[src/rtl/dec8_rr_arbiter.sv]
// dec8_rr_arbiter
//   Round-robin arbiter that shares one 8-way resource between 8 requesters.
//   The owner keeps the grant until it releases it. After a release there is
//   one dead GAP cycle and one IDLE cycle, so the decoder output never switches
//   directly from one owner to another. The next arbitration starts searching
//   at the index just after the previous owner.
//
// Ports
//   clk      system clock, rising edge
//   rst_n    asynchronous active-low reset (release is synchronous to clk)
//   req      [7:0] request vector, req[i] = requester i wants the resource
//   done     release strobe from the current owner (looked at only in GRANT)
//   sel      [2:0] registered owner index, drives the decoder I input
//   En       registered grant valid, drives the decoder En input
//   grant    [7:0] one-hot grant decoded from sel/En
//   busy     high whenever the arbiter is not in IDLE
//   expired  one-cycle pulse on a forced (timeout) release
//
// Optional feature (macro DEC8_ARB_HOLD_TIMEOUT_EN)
//   When the macro is defined, an owner that holds the grant for MAX_HOLD
//   cycles without releasing it is released by force, and expired pulses.
//   When the macro is undefined, a grant is held indefinitely and expired
//   is tied to 0.

module dec8_rr_arbiter #(
  parameter int MAX_HOLD = 16
) (
  input  logic       clk,
  input  logic       rst_n,
  input  logic [7:0] req,
  input  logic       done,
  output logic [2:0] sel,
  output logic       En,
  output logic [7:0] grant,
  output logic       busy,
  output logic       expired
);

  typedef enum logic [1:0] {
    IDLE  = 2'd0,
    GRANT = 2'd1,
    GAP   = 2'd2
  } state_t;

  state_t     state_reg, state_next;
  logic [2:0] sel_reg, sel_next;
  logic       en_reg, en_next;
  logic [2:0] ptr_reg, ptr_next;
  logic       release_now;

  // The hold counter is 8 bits wide, so MAX_HOLD must lie in the range 2..255.
  if (MAX_HOLD < 2 || MAX_HOLD > 255) begin : g_bad_max_hold
    $error("dec8_rr_arbiter: MAX_HOLD out of range 2..255");
  end

  // Rotating priority search. The loop runs from the lowest priority (k=7)
  // to the highest priority (k=0). A later hit overwrites an earlier one, so
  // the final value is the first request found at or after ptr.
  logic [2:0] pick_idx;
  logic [2:0] probe_idx;
  logic       pick_found;

  always_comb begin
    pick_idx   = ptr_reg;
    pick_found = 1'b0;
    probe_idx  = ptr_reg;
    for (int k = 7; k >= 0; k--) begin
      probe_idx = ptr_reg + 3'(k);
      if (req[probe_idx]) begin
        pick_idx   = probe_idx;
        pick_found = 1'b1;
      end
    end
  end

`ifdef DEC8_ARB_HOLD_TIMEOUT_EN
  localparam logic [7:0] HOLD_LAST = 8'(MAX_HOLD - 1);

  logic [7:0] hold_cnt_reg, hold_cnt_next;
  logic       expired_reg, expired_next;
  logic       timeout;

  // A normal release has priority over a timeout, so expired is raised only
  // when the counter alone forces the release.
  assign timeout = (state_reg == GRANT) && (hold_cnt_reg == HOLD_LAST)
                   && !(done || !req[sel_reg]);
`endif

  always_comb begin
    state_next  = state_reg;
    sel_next    = sel_reg;
    en_next     = en_reg;
    ptr_next    = ptr_reg;
    release_now = 1'b0;
`ifdef DEC8_ARB_HOLD_TIMEOUT_EN
    hold_cnt_next = hold_cnt_reg;
    expired_next  = 1'b0;
`endif
    unique case (state_reg)
      IDLE: begin
        if (pick_found) begin
          sel_next   = pick_idx;
          en_next    = 1'b1;
          state_next = GRANT;
`ifdef DEC8_ARB_HOLD_TIMEOUT_EN
          hold_cnt_next = 8'd0;
`endif
        end
      end
      GRANT: begin
        release_now = done || !req[sel_reg];
`ifdef DEC8_ARB_HOLD_TIMEOUT_EN
        if (timeout) begin
          release_now  = 1'b1;
          expired_next = 1'b1;
        end else if (!release_now) begin
          hold_cnt_next = hold_cnt_reg + 8'd1;
        end
`endif
        if (release_now) begin
          en_next    = 1'b0;
          ptr_next   = sel_reg + 3'd1;   // 3-bit add wraps 7 -> 0
          state_next = GAP;
        end
      end
      GAP: begin
        state_next = IDLE;
      end
      default: begin
        state_next = IDLE;
        en_next    = 1'b0;
      end
    endcase
  end

  always_ff @(posedge clk or negedge rst_n) begin
    if (!rst_n) begin
      state_reg <= IDLE;
      sel_reg   <= 3'd0;
      en_reg    <= 1'b0;
      ptr_reg   <= 3'd0;
    end else begin
      state_reg <= state_next;
      sel_reg   <= sel_next;
      en_reg    <= en_next;
      ptr_reg   <= ptr_next;
    end
  end

`ifdef DEC8_ARB_HOLD_TIMEOUT_EN
  always_ff @(posedge clk or negedge rst_n) begin
    if (!rst_n) begin
      hold_cnt_reg <= 8'd0;
      expired_reg  <= 1'b0;
    end else begin
      hold_cnt_reg <= hold_cnt_next;
      expired_reg  <= expired_next;
    end
  end

  assign expired = expired_reg;
`else
  assign expired = 1'b0;
`endif

  assign sel  = sel_reg;
  assign En   = en_reg;
  assign busy = (state_reg != IDLE);

  // The grant is decoded only from registered sel/En, so it cannot glitch
  // when req changes.
  for (genvar gi = 0; gi < 8; gi++) begin : g_grant
    assign grant[gi] = en_reg & (sel_reg == 3'(gi));
  end

endmodule

[config.mk]
export PLATFORM = sky130hd
export DESIGN_NAME = dec8_rr_arbiter
export DESIGN_NICKNAME = d
export VERILOG_FILES = /design/src/rtl/dec8_rr_arbiter.sv
export SDC_FILE = /design/constraint.sdc
export NUM_CORES = 1
export LEC_CHECK = 0
export BUFFER_PORTS_ARGS = -buffer_cell sky130_fd_sc_hd__buf_4
export CAP_MARGIN = 20
export CORE_MARGIN = 4
export CORE_UTILIZATION = 52
export CTS_CLUSTER_DIAMETER = 100
export DETAILED_ROUTE_END_ITERATION = 6
export GPL_ROUTABILITY_DRIVEN = 0
export GPL_TIMING_DRIVEN = 0
export PLACE_DENSITY_LB_ADDON = 0.1
export SYNTH_ARGS = -nofsm -noshare
export SYNTH_HDL_FRONTEND = slang
export SYNTH_SLANG_ARGS = --single-unit
[constraint.sdc]
create_clock -name clk -period 3.4 [get_ports clk]
set_input_delay 0.34 -clock clk [delete_from_list [all_inputs] [get_ports clk]]
set_output_delay 0.34 -clock clk [all_outputs]
set_load 0.01 [all_outputs]
# After elaboration in Yosys (flattened, before gate mapping)
# Index checks and enable logic that the tools add are counted.
# totals
ff_bits	9
input_bits	11
output_inout_bits	14
word_cells	90
# op_classes
add_sub_neg	8
n_lt_le_gt_ge	9
n_eq_ne	11
muxes	40
bitwise	9
n_reduce_logical	9
# ops
operator	count
less-than comparator 3 x 4 -> 1 bit (second input constant)	9
binary-select mux 1 bit (select 3 bit)	9
2-to-1 mux 3 bit	8
2-to-1 mux 1 bit	19
adder 3 bit (second input constant)	4
== test 3 bit (second input constant)	4
bitwise AND 1 bit	8
adder 3 x 1 -> 3 bit (second input constant)	2
adder 3 x 2 -> 3 bit (second input constant)	2
== test 3 x 2 -> 1 bit (second input constant)	2
AND reduction 2 bit	3
2-to-1 mux 2 bit	2
!= test 2 bit (second input constant)	2
one-hot mux 2 bit (2 select lines)	1
== test 3 x 1 -> 1 bit (second input constant)	1
zero test 3 bit	1
one-hot mux 1 bit (3 select lines)	1
AND reduction 3 bit	1
== test 2 x 1 -> 1 bit (second input constant)	1
== test 2 bit (second input constant)	1
zero test 2 bit	1
nonzero test 2 bit	1
zero test 1 bit	1
logical OR 1 bit	1
NOT 1 bit	1

# Depth between registers and ports, before layout
# Gate-level depths: netlist of run 1.
# logic_depth
ltp_word	13
mapped_depth	12
mapped_depth_nobuf	9

# Worst setup path before layout of run 1
# Ideal clock, no wire load.
# synth_path
kind	register to register
start	reg ptr_reg[1]
end	reg sel_reg[0], in the netlist sel[0]
setup_time_ps	129
t_arrival_ps	3005
required_time_ps	3271
slack_ps	266
path_stages_with_launch	12
path_buffers	2
synth_period_minus_slack_ps	3134
path_cell_list	dfrtp_1 > buf_2 > buf_1 > inv_1 > ha_1 > mux4_2 > or4_1 > and3_1 > a31oi_1 > o21bai_1 > xnor2_1 > mux2i_1
# synth_via
elab_chain_len	12
elab_cells_between_ends	40
cone_classes	add/sub (7); mux (32); reduce/logical (1)
# synth_lines
item	line_no	text
start: declaration	48	logic [2:0] ptr_reg, ptr_next;
start signal: assignment	146	ptr_reg <= ptr_next;
adder 3 bit	68	probe_idx = ptr_reg + 3'(k);
binary-select mux 1 bit (select 3 bit)	69	if (req[probe_idx]) begin
2-to-1 mux 1 bit (not written as such)	69	
2-to-1 mux 1 bit (8 in a row)	69	
AND reduction 2 bit (no source line)	-	
end signal: assignment	144	sel_reg <= sel_next;
end: declaration	46	logic [2:0] sel_reg, sel_next;
# Parallel ways exist; a longest one is shown, timed or not. The select of a mux whose other input is x is not followed.
# A chain may end at the register's enable or synchronous reset.

# Final worst setup path of run 1
# Ends and elaborated chain as after synthesis.

==> flow_metrics.py, run 1 <==
metrics = {
    "routing": {
        "drc": 0,
        "drt-pass1-iter-count": 4,
        "drt-wirelength-per-cell_um": 18.5,
        "drt_iter0_markers": 159,
        "vias": 1528,
        "routed_via_density": 6.53,
        "route.antenna.remaining_nets": 0,
        "drt-total-wl_um": 4340,
    },
    "synth": {
        "muxShareOfSynthArea_pct": 30.3,
        "synthFlopType": "dfrtp_1",
        "synth_cell_types": 48,
        "synthesis.nets": 195,
        "synth_seq_cells": 9,
        "synth_fa_ha_area_share_pct": 6.42,
        "async_flop_share_pct": 100,
        "netlist_area_mm2": 0.00156,
        "ys_seq_area_share_pct": 14.4,
        "yosys_warnings": 0,
        "synthXorXnorAreaFrac_pct": 2.25,
        "synth_top_family_by_area": "multiplexers",
        "synth-compound-area-share_pct": 17.7,
        "syn_avg_cell_area_um2": 8.86,
        "synth_edf_count": 0,
        "syn_inst": 176,
        "synth-simple-area-share_pct": 22.0,
    },
    "placement": {
        "hpwl_um": 3330,
        "io_buffers": 23,
        "dp.cells": 230,
    },
    "clock_tree": {
        "tritoncts": "yes",
        "post_cts_buffers": 0,
        "path_clk_slew_ps": 60,
        "cts-root-buf": "clkbuf_4",
        "insertion_delay_ps": 260,
        "clk_path_buf_depth": 2,
        "cts_num_sinks": 9,
        "cts_inserted_buffers": 3,
        "htreeDepth": 1,
    },
    "timing": {
        "fmax_ghz": 0.313,
        "grt_setup_unrepaired": "no",
        "tightest_slew_ps": 582,
        "fin_skew_ps": 0.690,
        "final_hold_viol_count": 0,
        "max_slew_margin_pct": 61.2,
        "slew_viol_final": 0,
        "finalCriticalPeriod_ps": 3190,
        "period_share_pct": 93.9,
        "finalSetupViolCount": 0,
        "hold_ws_ps": 402,
    },
    "grt": {
        "overflow": 0,
        "grt_max_degree": 18,
        "grt_pass1_vias": 1488,
        "grt_pass1_wl_um": 7110,
        "antenna_found_initial": 0,
        "grt_usage_pct": 22.1,
    },
    "layout": {
        "mostFrequentLayoutCells": "24 x buf_4, 16 x nand2_1, 16 x mux2i_1, 12 x nor2_1, 10 x mux4_2",
        "area_growth_syn_to_layout_pct": 16.1,
        "drive_gt1_share_pct": 24.6,
        "insertedDiodeCount": 0,
        "final_common_cell": "buf_4",
        "fin_cells": 234,
        "fin_nets": 223,
    },
    "power": {
        "p_leak_nw": 0.787,
        "pwr_density_cell_mw_per_mm2": 1170,
        "peakVddDrop_mv": 0.585,
    },
    "run": {
        "cap_viol_max_count": 0,
    },
    "floorplan": {
        "initial_core_util_pct": 55.6,
        "ioPinCount": 25,
        "row_count": 19,
        "die_y_um": 62.8,
        "die_area_mm2": 0.00394,
        "core_area_mm2": 0.00281,
        "fp.dieW_um": 62.8,
    },
    "status": {
        "status": "completed",
    },
    "setup_path": {
        "worstPathRequired_ps": 3540,
        "worstPathMaxFanout": 17,
        "worst-setup-path-type": "reg -> reg",
        "end_kind": "flop",
        "cp.arrival_ps": 3340,
        "worst_setup_path_start_kind": "flop",
    },
    "worst_hold_path": {
        "hold_class": "in -> reg",
    },
}
==> synth_stat cells, types with 4 or more instances <==
master	number	area share, %
nand2b_1	4	1.6
nand2_1	16	3.9
mux2i_1	17	11
clkbuf_1	5	1.2
ha_1	8	6.4
nor2_1	12	2.9
mux4_2	10	14
and2_1	7	2.8
o21ai_0	9	2.9
a21oi_1	7	2.2
dfrtp_1	9	14
nor3_1	7	2.2
and3_1	5	2.0
inv_1	9	2.2
==> layout make-up <==
cell class              count  area [um2]
inverters                   9        33.8
fillers                   247         996
clock buffers               4        26.3
multi-input cells         147        1230
well taps                  31        38.8
repair buffers             24         183
flip-flops and latches      9         225
plain buffers              10        67.6
==> final timing paths <==
kind / from / endpoint / slack (ps) / cells after the start
worst max-delay path: ptr_reg[1]$_DFFE_PN0P_ / sel[0]$_DFFE_PN0P_ / 210 / 10
min in group asynchronous: rst_n / ptr_reg[0]$_DFFE_PN0P_ / 430 / 2
worst max register to register: ptr_reg[1]$_DFFE_PN0P_ / sel[0]$_DFFE_PN0P_ / 210 / 10
worst min-delay path: done / state_reg[0]$_DFFE_PN0P_ / 400 / 3
worst min register to register: state_reg[1]$_DFFE_PN0P_ / state_reg[0]$_DFFE_PN0P_ / 600 / 2
max in group asynchronous: rst_n / state_reg[0]$_DFFE_PN0P_ / 2830 / 2
==> logic make-up after synthesis <==
logic type | count (synthesis)
AO/OA/AOI/OAI | 38
adder cells (fa/ha/maj) | 8
buffers and inverters | 20
XOR/XNOR | 4
other | 1
flip-flops | 9
multiplexers | 31
AND/OR/NAND/NOR | 65
==> through the flow <==
step           instance area (um2)  worst slack (ps)  utilization (%)  TNS, ps  power [W]
2_1_floorplan                 1560               266                -        0    0.00158
3_3_place_gp                  1770              -151             63.1     -334    0.00195
3_5_place_dp                  1770              -171             63.1     -543    0.00200
4_1_cts                       1800               127             64.3        0    0.00209
5_1_grt                       1810              57.9             64.5        0    0.00230
6_report                      1810               208             64.5        0    0.00213
==> what timing repair did <==
action	in CTS	in global routing
endpoints found under the setup margin	4	4
pin swaps	0	0
endpoints found under the hold margin	9	0
gates resized for setup	0	2
hold buffers	1	0
==> report_power, final <==
group | total, W | internal, W | switching (W)
logic | 0.00180 | 0.000810 | 0.000989
clock network | 0.0000851 | 0.0000454 | 0.0000397
registers | 0.000241 | 0.000164 | 0.0000773
==> metal layers <==
layer | GRT usage [%] | vias up | wire length, um
li1 | - | 723 | -
met1 | 30.3 | 725 | 1860
met2 | 36.4 | 74 | 2050
met3 | 3.96 | 6 | 365
met4 | 4.41 | 0 | 57
met5 | 0 | - | 0
==> worst max-delay path, cell delays in order, from the launching register on <==
cell and delay [ps]:
dfrtp_1 350, clkbuf_4 290, inv_1 210, ha_1 460
mux4_2 510, or4_1 480, and3_1 230, a31oi_1 190
o21bai_1 100, xnor2_1 150, mux2i_1 90
Power figures use the tool's default switching activity.
==> run 2, diff against run 1 <==
CORE_MARGIN = 3   (was 4)
GPL_TIMING_DRIVEN = 1   (was 0)
==> flow_metrics.py, run 2 (synthesized netlist as in run 1, its figures left out) <==
metrics = {
    "placement": {
        "place_area_mm2": 0.00174,
        "io_buffers": 23,
        "dp.cells": 224,
        "hpwl_um": 3290,
        "post-place-ws_ps": 555,
    },
    "routing": {
        "drt-wirelength-per-cell_um": 18.8,
        "drt-total-wl_um": 4300,
        "drt_iter0_markers": 149,
        "drt-pass1-iter-count": 5,
        "routed_via_density": 6.85,
        "drc": 0,
        "vias": 1569,
        "route.antenna.remaining_nets": 0,
    },
    "layout": {
        "mostFrequentLayoutCells": "28 x buf_4, 17 x mux2i_1, 16 x nand2_1, 12 x nor2_1, 10 x mux4_2",
        "area_growth_syn_to_layout_pct": 13.9,
        "final_common_cell": "buf_4",
        "fin_util_pct": 63.3,
        "drive_gt1_share_pct": 24.7,
        "fill_cells": 258,
        "multi_input_area_mm2": 0.00123,
        "final_area_mm2": 0.00178,
        "insertedDiodeCount": 0,
        "regArea_um2": 225,
        "fin_nets": 218,
        "fin_cells": 229,
    },
    "clock_tree": {
        "path_clk_slew_ps": 70,
        "htreeDepth": 1,
        "clk_path_buf_depth": 2,
        "post_cts_buffers": 0,
        "cts_num_sinks": 9,
        "cts-root-buf": "clkbuf_4",
        "tritoncts": "yes",
        "insertion_delay_ps": 270,
        "cts_inserted_buffers": 3,
    },
    "grt": {
        "gr-usage-met1_pct": 36.0,
        "grt_usage_pct": 25.3,
        "antenna_found_initial": 0,
        "grt_pass1_wl_um": 6940,
        "use_met2_pct": 38.5,
        "grt_pass1_vias": 1418,
        "overflow": 0,
        "top_usage_layer": "met2",
        "grt_use_met3_pct": 4.89,
        "grt_max_degree": 20,
    },
    "timing": {
        "finalSetupViolCount": 0,
        "final_hold_viol_count": 0,
        "fin_skew_ps": 4.90,
        "slew_viol_final": 0,
        "fin_ws_ps": 487,
        "grt_setup_unrepaired": "no",
        "fmax_ghz": 0.343,
        "finalCriticalPeriod_ps": 2910,
        "period_share_pct": 85.7,
        "tns_ps": 0,
    },
    "power": {
        "p_sw_share_pct": 52.4,
        "pwr-share-clk_pct": 4.1,
        "pwr_density_cell_mw_per_mm2": 1180,
        "switching_power_w": 0.00110,
        "internal_power_w": 0.00100,
        "power_frac_seq_pct": 11.3,
        "peakVddDrop_mv": 0.813,
        "p_comb_share_pct": 84.6,
        "p_leak_nw": 0.778,
    },
    "floorplan": {
        "die_area_mm2": 0.00369,
        "die_y_um": 60.8,
        "fp.dieW_um": 60.8,
        "ioPinCount": 25,
        "core_area_mm2": 0.00281,
        "initial_core_util_pct": 55.6,
        "row_count": 19,
    },
    "setup_path": {
        "worstPathMaxFanout": 9,
        "critical_path.slowest_cell": "mux4_2",
        "worst-setup-path-type": "reg -> reg",
        "cp.arrival_ps": 3060,
        "cpPeakStageDelay_ps": 540,
        "worst_setup_path_start_kind": "flop",
        "crit_chain": "inv_1, ha_1, mux4_2, or4_1, and3_1, a31oi_1, o21bai_1, xnor2_1, mux2i_1",
        "worstPathRequired_ps": 3540,
        "end_kind": "flop",
    },
    "worst_hold_path": {
        "hold_class": "in -> reg",
    },
    "status": {
        "status": "completed",
    },
    "run": {
        "cap_viol_max_count": 0,
    },
}
## run 2: final timing paths
| path | depth (start not counted) | slack [ps] | startpoint | to |
|---|---|---|---|---|
| setup reg to reg | 9 | 490 | ptr_reg[1]$_DFFE_PN0P_ | sel[0]$_DFFE_PN0P_ |
| hold / removal | 3 | 400 | done | state_reg[0]$_DFFE_PN0P_ |
| setup / recovery | 9 | 490 | ptr_reg[1]$_DFFE_PN0P_ | sel[0]$_DFFE_PN0P_ |
| min in group asynchronous | 2 | 440 | rst_n | ptr_reg[0]$_DFFE_PN0P_ |
| max in group asynchronous | 2 | 2820 | rst_n | ptr_reg[1]$_DFFE_PN0P_ |
| hold reg to reg | 2 | 590 | state_reg[1]$_DFFE_PN0P_ | state_reg[0]$_DFFE_PN0P_ |
## run 2: critical path: cells and delay by family (launching register included)
| kind | cells | cell delay, ps |
|---|---|---|
| buf+inv | 1 | 140 |
| compound gates | 2 | 310 |
| mux | 2 | 630 |
| simple gates | 2 | 700 |
| fa+ha+maj | 1 | 520 |
| flops | 1 | 340 |
| xor+xnor | 1 | 140 |
## run 2: final cells by class
class,instances,share of cell area (%)
well taps,31,2.18
clock buffers,4,1.48
repair buffers,29,12.4
multi-input cells,147,69.3
inverters,9,1.90
flip-flops and latches,9,12.7
## run 2: power groups by stage
| stage | Sequential (W) | Clock, W | Combinational (W) |
|---|---|---|---|
| after floorplan | 0.000229 | 0 | 0.00135 |
| after global placement | 0.000235 | 0 | 0.00170 |
| after detailed placement | 0.000238 | 0 | 0.00174 |
| after CTS | 0.000237 | 0.0000879 | 0.00175 |
| after global routing | 0.000251 | 0.0000941 | 0.00192 |
| final | 0.000238 | 0.0000867 | 0.00178 |
## run 2: timing repair
item | CTS | global route
resized for setup | 0 | 0
hold buffers | 1 | 0
hold endpoints to repair | 9 | 0
## run 2: metrics by stage
step,power (W),hold slack [ps]
after floorplan,0.00158,44.4
after global placement,0.00194,167
after detailed placement,0.00198,170
after CTS,0.00207,390
after global routing,0.00226,414
final,0.00210,397
## run 2: metal layers
metal | routed length (um) | share of wire (%)
met5 | 0 | 0
met4 | 102 | 2.4
met3 | 375 | 8.7
met2 | 2020 | 47
met1 | 1790 | 42
